**config.mk**
```make
export PLATFORM = sky130hd
export DESIGN_NAME = canny_frame_source
export DESIGN_NICKNAME = d
export VERILOG_FILES = /design/src/rtl/canny_frame_source.sv
export SDC_FILE = /design/constraint.sdc
export NUM_CORES = 1
export LEC_CHECK = 0
export ABC_AREA = 1
export CORE_AREA = 2 2 85 87
export CTS_CLUSTER_DIAMETER = 80
export DETAILED_ROUTE_END_ITERATION = 6
export DIE_AREA = 0 0 87 89
export GPL_TIMING_DRIVEN = 0
export HOLD_SLACK_MARGIN = 0.03
export PLACE_DENSITY = 0.85
export SLEW_MARGIN = 20
export SYNTH_ARGS = -nofsm -noshare
export SYNTH_HDL_FRONTEND = slang
export SYNTH_SLANG_ARGS = --single-unit
```
**constraint.sdc**
```tcl
create_clock -name clk -period 3.2 [get_ports clk]
set_clock_uncertainty 0.2 [all_clocks]
set_input_delay 0.48 -clock clk [delete_from_list [all_inputs] [get_ports clk]]
set_output_delay 0.48 -clock clk [all_outputs]
set_load 0.03 [all_outputs]
```
**src/rtl/canny_frame_source.sv**
```systemverilog
// canny_frame_source
// ------------------
// Pixel-stream source for the canny edge-detection pipeline. It generates
// IMG_W x IMG_H frames of a selectable test pattern on a valid/ready stream,
// with start-of-frame and end-of-line sidebands. A run is NUM_FRAMES frames
// long, or endless when NUM_FRAMES is 0.
//
// Optional feature: define CANNY_SRC_HBLANK_EN to insert HBLANK idle cycles
// after every line except the final line of the run. Without the macro,
// lines are back-to-back and HBLANK is ignored.
//
// Ports:
//   clk        rising-edge clock
//   reset      asynchronous active-high reset, clears all state
//   start      begin a run (sampled only while idle)
//   mode       pattern: 0 ramp, 1 checker, 2 constant, 3 LFSR (latched on start)
//   const_val  value for the constant pattern (latched on start)
//   m_valid    beat available
//   m_ready    sink accepts beat
//   m_data     pixel value
//   m_sof      beat is pixel (0,0) of a frame
//   m_eol      beat is the last pixel of a line
//   busy       run in progress
//   done       one-cycle pulse at the end of a run
//   frame_cnt  frames completed in this run (wraps at 2^16)
module canny_frame_source #(
    parameter int PIX_W      = 8,
    parameter int IMG_W      = 64,
    parameter int IMG_H      = 64,
    parameter int NUM_FRAMES = 1,
    parameter int HBLANK     = 4
) (
    input  logic             clk,
    input  logic             reset,
    input  logic             start,
    input  logic [1:0]       mode,
    input  logic [PIX_W-1:0] const_val,
    output logic             m_valid,
    input  logic             m_ready,
    output logic [PIX_W-1:0] m_data,
    output logic             m_sof,
    output logic             m_eol,
    output logic             busy,
    output logic             done,
    output logic [15:0]      frame_cnt
);

    localparam int XW = (IMG_W > 1) ? $clog2(IMG_W) : 1;
    localparam int YW = (IMG_H > 1) ? $clog2(IMG_H) : 1;
    localparam logic [XW-1:0] X_LAST       = XW'(IMG_W - 1);
    localparam logic [YW-1:0] Y_LAST       = YW'(IMG_H - 1);
    localparam logic [15:0]   LFSR_SEED    = 16'hACE1;
    localparam logic [15:0]   FRAME_TARGET = 16'(NUM_FRAMES);
`ifdef CANNY_SRC_HBLANK_EN
    localparam int BW = (HBLANK > 1) ? $clog2(HBLANK) : 1;
`endif

    typedef enum logic [1:0] {IDLE, RUN, BLANK, DONE} state_t;

    state_t           state_q, state_d;
    logic [XW-1:0]    x_q, x_d;
    logic [YW-1:0]    y_q, y_d;
    logic [15:0]      frame_q, frame_d;
    logic [15:0]      lfsr_q, lfsr_d;
    logic [1:0]       mode_q, mode_d;
    logic [PIX_W-1:0] const_q, const_d;
`ifdef CANNY_SRC_HBLANK_EN
    logic [BW-1:0]    blank_q, blank_d;
`endif

    logic             m_valid_q, m_valid_d;
    logic [PIX_W-1:0] m_data_q, m_data_d;
    logic             m_sof_q, m_sof_d;
    logic             m_eol_q, m_eol_d;
    logic             busy_q, busy_d;
    logic             done_q, done_d;

    logic             accept;
    logic             run_end;
    logic             feedback;

    // Pixel value for coordinate (px,py). Coordinates are widened so that
    // bit 3 of the checker exists even for narrow images.
    function automatic logic [PIX_W-1:0] pattern(
        input logic [1:0]       pmode,
        input logic [PIX_W-1:0] pconst,
        input logic [XW-1:0]    px,
        input logic [YW-1:0]    py,
        input logic [15:0]      plfsr
    );
        logic [31:0] xe;
        logic [31:0] ye;
        logic [31:0] sum;
        xe  = 32'(px);
        ye  = 32'(py);
        sum = xe + ye;
        case (pmode)
            2'd0:    pattern = sum[PIX_W-1:0];
            2'd1:    pattern = (xe[3] ^ ye[3]) ? '1 : '0;
            2'd2:    pattern = pconst;
            default: pattern = plfsr[PIX_W-1:0];
        endcase
    endfunction

    // Next-state logic. The registered outputs are derived from the next
    // state and next coordinates so that every output comes straight from a
    // flop and a stalled beat keeps its data because x/y/lfsr do not move.
    always_comb begin
        state_d  = state_q;
        x_d      = x_q;
        y_d      = y_q;
        frame_d  = frame_q;
        lfsr_d   = lfsr_q;
        mode_d   = mode_q;
        const_d  = const_q;
`ifdef CANNY_SRC_HBLANK_EN
        blank_d  = blank_q;
`endif
        run_end  = 1'b0;
        accept   = m_valid_q && m_ready;
        // Fibonacci LFSR, taps 16,14,13,11 (bits 0,2,3,5 of a right shifter).
        feedback = lfsr_q[0] ^ lfsr_q[2] ^ lfsr_q[3] ^ lfsr_q[5];

        case (state_q)
            IDLE: begin
                if (start) begin
                    state_d = RUN;
                    mode_d  = mode;
                    const_d = const_val;
                    x_d     = '0;
                    y_d     = '0;
                    frame_d = '0;
                    lfsr_d  = LFSR_SEED;
                end
            end
            RUN: begin
                if (accept) begin
                    lfsr_d = {feedback, lfsr_q[15:1]};
                    if (x_q == X_LAST) begin
                        x_d = '0;
                        if (y_q == Y_LAST) begin
                            y_d     = '0;
                            frame_d = frame_q + 16'd1;
                            if ((NUM_FRAMES != 0) && (frame_d == FRAME_TARGET)) begin
                                run_end = 1'b1;
                            end
                        end else begin
                            y_d = y_q + 1'b1;
                        end
                        if (run_end) begin
                            state_d = DONE;
                        end
`ifdef CANNY_SRC_HBLANK_EN
                        else if (HBLANK > 0) begin
                            state_d = BLANK;
                            blank_d = BW'(HBLANK - 1);
                        end
`endif
                    end else begin
                        x_d = x_q + 1'b1;
                    end
                end
            end
            BLANK: begin
`ifdef CANNY_SRC_HBLANK_EN
                if (blank_q == '0) begin
                    state_d = RUN;
                end else begin
                    blank_d = blank_q - 1'b1;
                end
`else
                state_d = IDLE;
`endif
            end
            default: begin
                state_d = IDLE;
            end
        endcase

        m_valid_d = (state_d == RUN);
        busy_d    = (state_d == RUN) || (state_d == BLANK);
        done_d    = (state_d == DONE);
        m_data_d  = pattern(mode_d, const_d, x_d, y_d, lfsr_d);
        m_sof_d   = m_valid_d && (x_d == '0) && (y_d == '0);
        m_eol_d   = m_valid_d && (x_d == X_LAST);
    end

    always_ff @(posedge clk or posedge reset) begin
        if (reset) begin
            state_q   <= IDLE;
            x_q       <= '0;
            y_q       <= '0;
            frame_q   <= '0;
            lfsr_q    <= LFSR_SEED;
            mode_q    <= '0;
            const_q   <= '0;
`ifdef CANNY_SRC_HBLANK_EN
            blank_q   <= '0;
`endif
            m_valid_q <= 1'b0;
            m_data_q  <= '0;
            m_sof_q   <= 1'b0;
            m_eol_q   <= 1'b0;
            busy_q    <= 1'b0;
            done_q    <= 1'b0;
        end else begin
            state_q   <= state_d;
            x_q       <= x_d;
            y_q       <= y_d;
            frame_q   <= frame_d;
            lfsr_q    <= lfsr_d;
            mode_q    <= mode_d;
            const_q   <= const_d;
`ifdef CANNY_SRC_HBLANK_EN
            blank_q   <= blank_d;
`endif
            m_valid_q <= m_valid_d;
            m_data_q  <= m_data_d;
            m_sof_q   <= m_sof_d;
            m_eol_q   <= m_eol_d;
            busy_q    <= busy_d;
            done_q    <= done_d;
        end
    end

    assign m_valid   = m_valid_q;
    assign m_data    = m_data_q;
    assign m_sof     = m_sof_q;
    assign m_eol     = m_eol_q;
    assign busy      = busy_q;
    assign done      = done_q;
    assign frame_cnt = frame_q;

endmodule

```
# ---- Word level (Yosys, flattened, before mapping)
# Cells that the tools add are included.
dict set report op_classes {
  add_sub_neg 4
  n_eq_ne 14
  n_mux 33
  bitwise 4
  reduce_logical 12
}
# cell count
set ops {}
lappend ops {{$mux W16} 6}
lappend ops {{$pmux W16 S2} 2}
lappend ops {{$mux W6} 7}
lappend ops {{$mux W8} 3}
lappend ops {{$pmux W6 S2} 2}
lappend ops {{$pmux W8 S3} 1}
lappend ops {{$eq A6 B6 Y1 const B} 3}
lappend ops {{$add A16 B1 Y16 const B} 1}
lappend ops {{$eq A16 B1 Y1 const B} 1}
lappend ops {{$add A6 B1 Y6 const B} 2}
lappend ops {{$logic_not A6 Y1} 2}
lappend ops {{$mux W2} 6}
lappend ops {{$ne A2 B2 Y1 const B} 4}
lappend ops {{$add A6 B6 Y7} 1}
lappend ops {{$eq A2 B1 Y1 const B} 3}
lappend ops {{$eq A2 B2 Y1 const B} 3}
lappend ops {{$mux W1} 5}
lappend ops {{$reduce_and A5 Y1} 1}
lappend ops {{$logic_and A1 B1 Y1} 4}
lappend ops {{$logic_not A2 Y1} 2}
lappend ops {{$pmux W2 S2} 1}
lappend ops {{$xor A1 B1 Y1} 4}
lappend ops {{$reduce_and A3 Y1} 1}
lappend ops {{$reduce_bool A2 Y1} 1}
lappend ops {{$logic_or A1 B1 Y1} 1}
dict set report totals {
  reg_bits 69
  input_bits 14
}

# ---- Logic depth before layout (Yosys ltp)
# Gate-level depths: netlist (run 1).
dict set report logic_depth {
  word_depth 14
  mapped_depth 18
  mapped_depth_nobuf 18
}

# ---- Worst setup path before layout (run 1)
# Ideal clock, no wire load.
dict set report synth_path {
  kind {reg-to-reg}
  startpoint {register m_valid_q, in the netlist m_valid}
  endpoint {register m_data_q[6], in the netlist m_data[6]}
  setup_ns 0.069
  arrival_ns 2.395
  t_required_ns 2.931
  slack_ns 0.536
  stages_incl_launch_ff 18
  path_buffers 1
  period_less_slack_ns 2.664
  cell_sequence {dfrtp_1 nand2_1 nor2_1 buf_4 nand3_1 nand2_1 nand2_1 inv_1 ha_1 inv_1 fa_1 inv_1 a21oi_1 o21bai_1 nand2_1 a21oi_1 o21ai_1 nand3_1}
}
# element line_no
set synth_rtl {}
lappend synth_rtl {{start, declared} 71} ;# logic m_valid_q, m_valid_d;
lappend synth_rtl {{start signal, assigned} 217} ;# m_valid_q <= m_valid_d;
lappend synth_rtl {{$logic_and A1 B1 Y1} 120} ;# accept = m_valid_q && m_ready;
lappend synth_rtl {{$mux W6} 137} ;# if (accept) begin
lappend synth_rtl {{$pmux W6 S2} 124} ;# case (state_q)
lappend synth_rtl {{via y_d[0]} 62} ;# logic [YW-1:0] y_q, y_d;
lappend synth_rtl {{$add A6 B6 Y7} 96} ;# sum = xe + ye;
lappend synth_rtl {{$pmux W8 S3} 97} ;# case (pmode)
lappend synth_rtl {{via m_data_d[6]} 72} ;# logic [PIX_W-1:0] m_data_q, m_data_d;
lappend synth_rtl {{end signal, assigned} 218} ;# m_data_q <= m_data_d;
lappend synth_rtl {{end, declared} 72}
# The timed path passes the listed nets, and every way through them passes these cells. The select of a mux whose other input is x is not followed.
# A chain may end at the register's enable or synchronous reset.

# ---- Final worst setup path (run 1)
dict set report layout_path {
  startpoint {input m_ready}
  endpoint {register m_data_q[6], in the netlist m_data[6]}
}
# element line_no
set layout_rtl {}
lappend layout_rtl {{start, declared} 39} ;# input logic m_ready,
lappend layout_rtl {{$logic_and A1 B1 Y1} 120}
lappend layout_rtl {{$mux W6} 137}
lappend layout_rtl {{$pmux W6 S2} 124}
lappend layout_rtl {{via x_d[1]} 61} ;# logic [XW-1:0] x_q, x_d;
lappend layout_rtl {{$add A6 B6 Y7} 96}
lappend layout_rtl {{$pmux W8 S3} 97}
lappend layout_rtl {{via m_data_d[6]} 72}
# The timed path passes the listed nets, and every way through them passes these cells. The select of a mux whose other input is x is not followed.

==> out/metrics.csv, run 1 <==
stage;metric;value;unit
floorplan;dieArea;7743;um^2
synth;yosys_warnings;0;
synth;synth_common_cells;nand2_1, inv_1, dfrtp_1, nand3_1, nor2_1;
routing;drt-total-wl;9127;um
floorplan;num_io_pins;43;
critical_path;worstPathRequired;3.28;ns
timing;finalHoldViolations;0;
worst_hold_path;hold_path.class;input pin to async pin;
timing;rsz0062_at_grt;no;
critical_path;path_class;input pin to register;
synth;synth_seq_area_share;46.19;%
pwr;p_leak;2.341;nW
pwr;cellPowerDensity;578.8;nW/um^2
synth;synthArstFlopShare;100.0;%
global_routing;grt_max_degree;50;
clock_network;numCtsBuffers;9;
clock_network;path_clk_slew;0.08;ns
clock_network;cts_max_path_buffers;2;
timing;max_freq;324.6;MHz
floorplan;dieWidth;87;um
final_layout;antenna_cells;0;
synth;yosysTopAreaCellShare;40.60;%
placement;gp_congestion;0.8789;
synth;syn-cell-area;3760;um^2
synth;syn_area_per_cell;7.705;um^2
timing;worst_slew_pin_slew;0.5971;ns
routing;ant_nets;0;
global_routing;antenna_found_initial;0;
clock_network;cts_htree_levels;3;
routing;dr.pass1.iters;6;
synth;synth.area.top_cells;dfrtp_1, nand2_1, inv_1;
routing;drc;0;
timing;finalCritPeriodShare;96.27;%
global_routing;grt_first_pass_wirelength;15320;um
clock_network;cts.sinks;69;
timing;final.min_clock_period;3.081;ns
pwr;ir_worst_vdd;0.3033;mV
critical_path;cp-start-kind;input pin;
critical_path;cp.arrival;3.16;ns
final_layout;area_delta_synth_final;20.67;%
final_layout;nFillCells;563;
critical_path;end_kind;register;
global_routing;gr-total-overflow;0;
floorplan;start_util;55.96;%
routing;drt-initial-drc-count;284;
synth;yosysTopAreaCell;dfrtp_1;
critical_path;reg2regPathDepth;18;
timing;setup_viol;0;
routing;via_per_inst;5.548;
clock_network;cts_tree;yes;
floorplan;core_area;6719;um^2
placement;port_buffers;42;
synth;ys.flop_type;dfrtp_1;
clock_network;ctsHoldBuffers;0;
final_layout;multi_input_area;1722;um^2
global_routing;grt_pass1_vias;3439;
timing;relSlewSlack;60.20;%
routing;avgRoutedWirePerCell;14.53;um
final_layout;layout-drive-gt1-share;10.04;%
final_layout;layoutNonFillerInstCount;628;
critical_path;path_max_fanout;8;
synth;synth.most_common_cell;nand2_1;
final_layout;nets;570;
timing;slew_viol_final;0;
timing;worst_hold_slack;0.2322;ns
floorplan;fp-row-count;30;
floorplan;die_h;89;um
placement;postPlaceCellArea;4310;um^2
synth;ys_ff_latch;69;
clock_network;worstSkewPairLatency;0.34;ns
placement;hpwl;6506;um
synth;netlist-cell-type-count;33;
routing;num_vias;3484;
synth;synth_nets;515;
flow_run;cap_violations;0;
final_layout;ff_latch_area;1737;um^2
final_layout;fin_area;4537;um^2
global_routing;grtUsageTotal;25.40;%
synth;syn_inst;488;
pwr;totalPowerFinal;2.626;mW
synth;synth_edf_count;0;
placement;placedCellCount;611;
clock_network;cts_root_buf;clkbuf_8;
run_status;status;finished clean;
## registers in the layout, summed over array words and instances, names as in the netlist, 2 cells and up
name       cells
x_q            6
mode_q         2
m_data         8
lfsr_q        16
state_q        2
const_q        8
frame_cnt     16
y_q            6
## logic make-up (layout without fill, tap and decap cells)
| logic type | after synthesis | in the layout | share of synthesized area, % |
|---|---|---|---|
| compound gates | 50 | 50 | 7.787 |
| flops | 69 | 69 | 46.19 |
| fa+ha+maj | 13 | 13 | 4.526 |
| simple gates | 269 | 269 | 31.35 |
| xor+xnor | 8 | 8 | 1.864 |
| buf+inv | 79 | 139 | 8.286 |
## through the flow
step	setup WS, ns	utilization (%)	TNS [ns]
after floorplan	0.5362	-	0
after global placement	-0.3349	63.71	-20.44
after detailed placement	-0.2382	64.15	-0.4182
after CTS	0.08923	67.26	0
after global routing	0.007372	67.52	0
final	0.1192	67.52	0
## placed cells by master (no fill, tap or decap), types with 11 or more instances in the layout
cell	instances
nand2_1	147
dfrtp_1	61
o21ai_0	18
o22ai_1	12
nor2_1	38
clkdlybuf4s50_1	42
nand4_1	18
inv_1	65
ha_1	11
nand3_1	44
## per-layer routing
layer  GRT usage [%]  share of wire (%)
met1           31.47                 41
met5               0                  0
met3           4.432                5.5
met2           42.96                 50
met4           12.93                3.0
## power breakdown
group / internal (mW) / leakage, nW / switching [mW]
Clock: 0.386 / 0.0991 / 0.353
Combinational: 0.305 / 1.45 / 0.495
Sequential: 1.01 / 0.794 / 0.0734
Total: 1.70 / 2.34 / 0.921
## final timing paths
check / slack (ns) / from / end
worst max-delay path: 0.12 / m_ready / m_data[6]
worst min-delay path: 0.23 / reset / mode_q[0]
worst max register to register: 0.19 / x_q[0] / m_data[6]
worst min register to register: 0.28 / lfsr_q[13] / lfsr_q[13]
max in group asynchronous: 1.98 / reset / lfsr_q[6]
min in group clk: 0.28 / lfsr_q[13] / lfsr_q[13]
## cell type report
cell class                      instances  area share [%]
Tap cell                               80           2.206
Clock inverter                          6           1.572
Sequential cell                        69           38.28
Timing Repair Buffer                   44           10.04
Clock buffer                           10           3.034
Inverter                               71           5.929
Buffer                                  8          0.9928
Multi-Input combinational cell        340           37.95
## critical path, stage by stage
cell             delay, ns
clkdlybuf4s50_1       0.42
nand2_2               0.17
inv_1                 0.08
nand2_1               0.15
nand2_1               0.19
o21ai_1               0.35
inv_1                 0.15
fa_1                  0.44
inv_1                 0.09
a21oi_1               0.07
o21bai_1              0.17
nand2_1               0.10
a21oi_1               0.15
o21ai_1               0.08
nand3_1               0.08
## timing repair
item	4_1_cts	5_1_grt
gates resized for setup	0	4
endpoints found under the setup margin	0	3
buffers inserted	0	1
hold endpoints to repair	0	0
(Power assumes the default switching activity.)
==> inputs of run 2 (changes only) <==
--- a/config.mk
+++ b/config.mk
@@ -11,7 +11,6 @@
 export DETAILED_ROUTE_END_ITERATION = 6
 export DIE_AREA = 0 0 87 89
 export GPL_TIMING_DRIVEN = 0
-export HOLD_SLACK_MARGIN = 0.03
 export PLACE_DENSITY = 0.85
 export SLEW_MARGIN = 20
 export SYNTH_ARGS = -nofsm -noshare
==> results of run 2 <==
The final DEF is identical to that of run 1; final timing and power are the same.
==> inputs of run 3 (changes only) <==
--- a/config.mk
+++ b/config.mk
@@ -10,9 +10,11 @@
 export CTS_CLUSTER_DIAMETER = 80
 export DETAILED_ROUTE_END_ITERATION = 6
 export DIE_AREA = 0 0 87 89
+export GPL_ROUTABILITY_DRIVEN = 1
 export GPL_TIMING_DRIVEN = 0
 export PLACE_DENSITY = 0.85
 export SLEW_MARGIN = 20
 export SYNTH_ARGS = -nofsm -noshare
 export SYNTH_HDL_FRONTEND = slang
 export SYNTH_SLANG_ARGS = --single-unit
+export TNS_END_PERCENT = 100
==> results of run 3 <==
The final DEF is identical to that of run 1; final timing and power are the same.
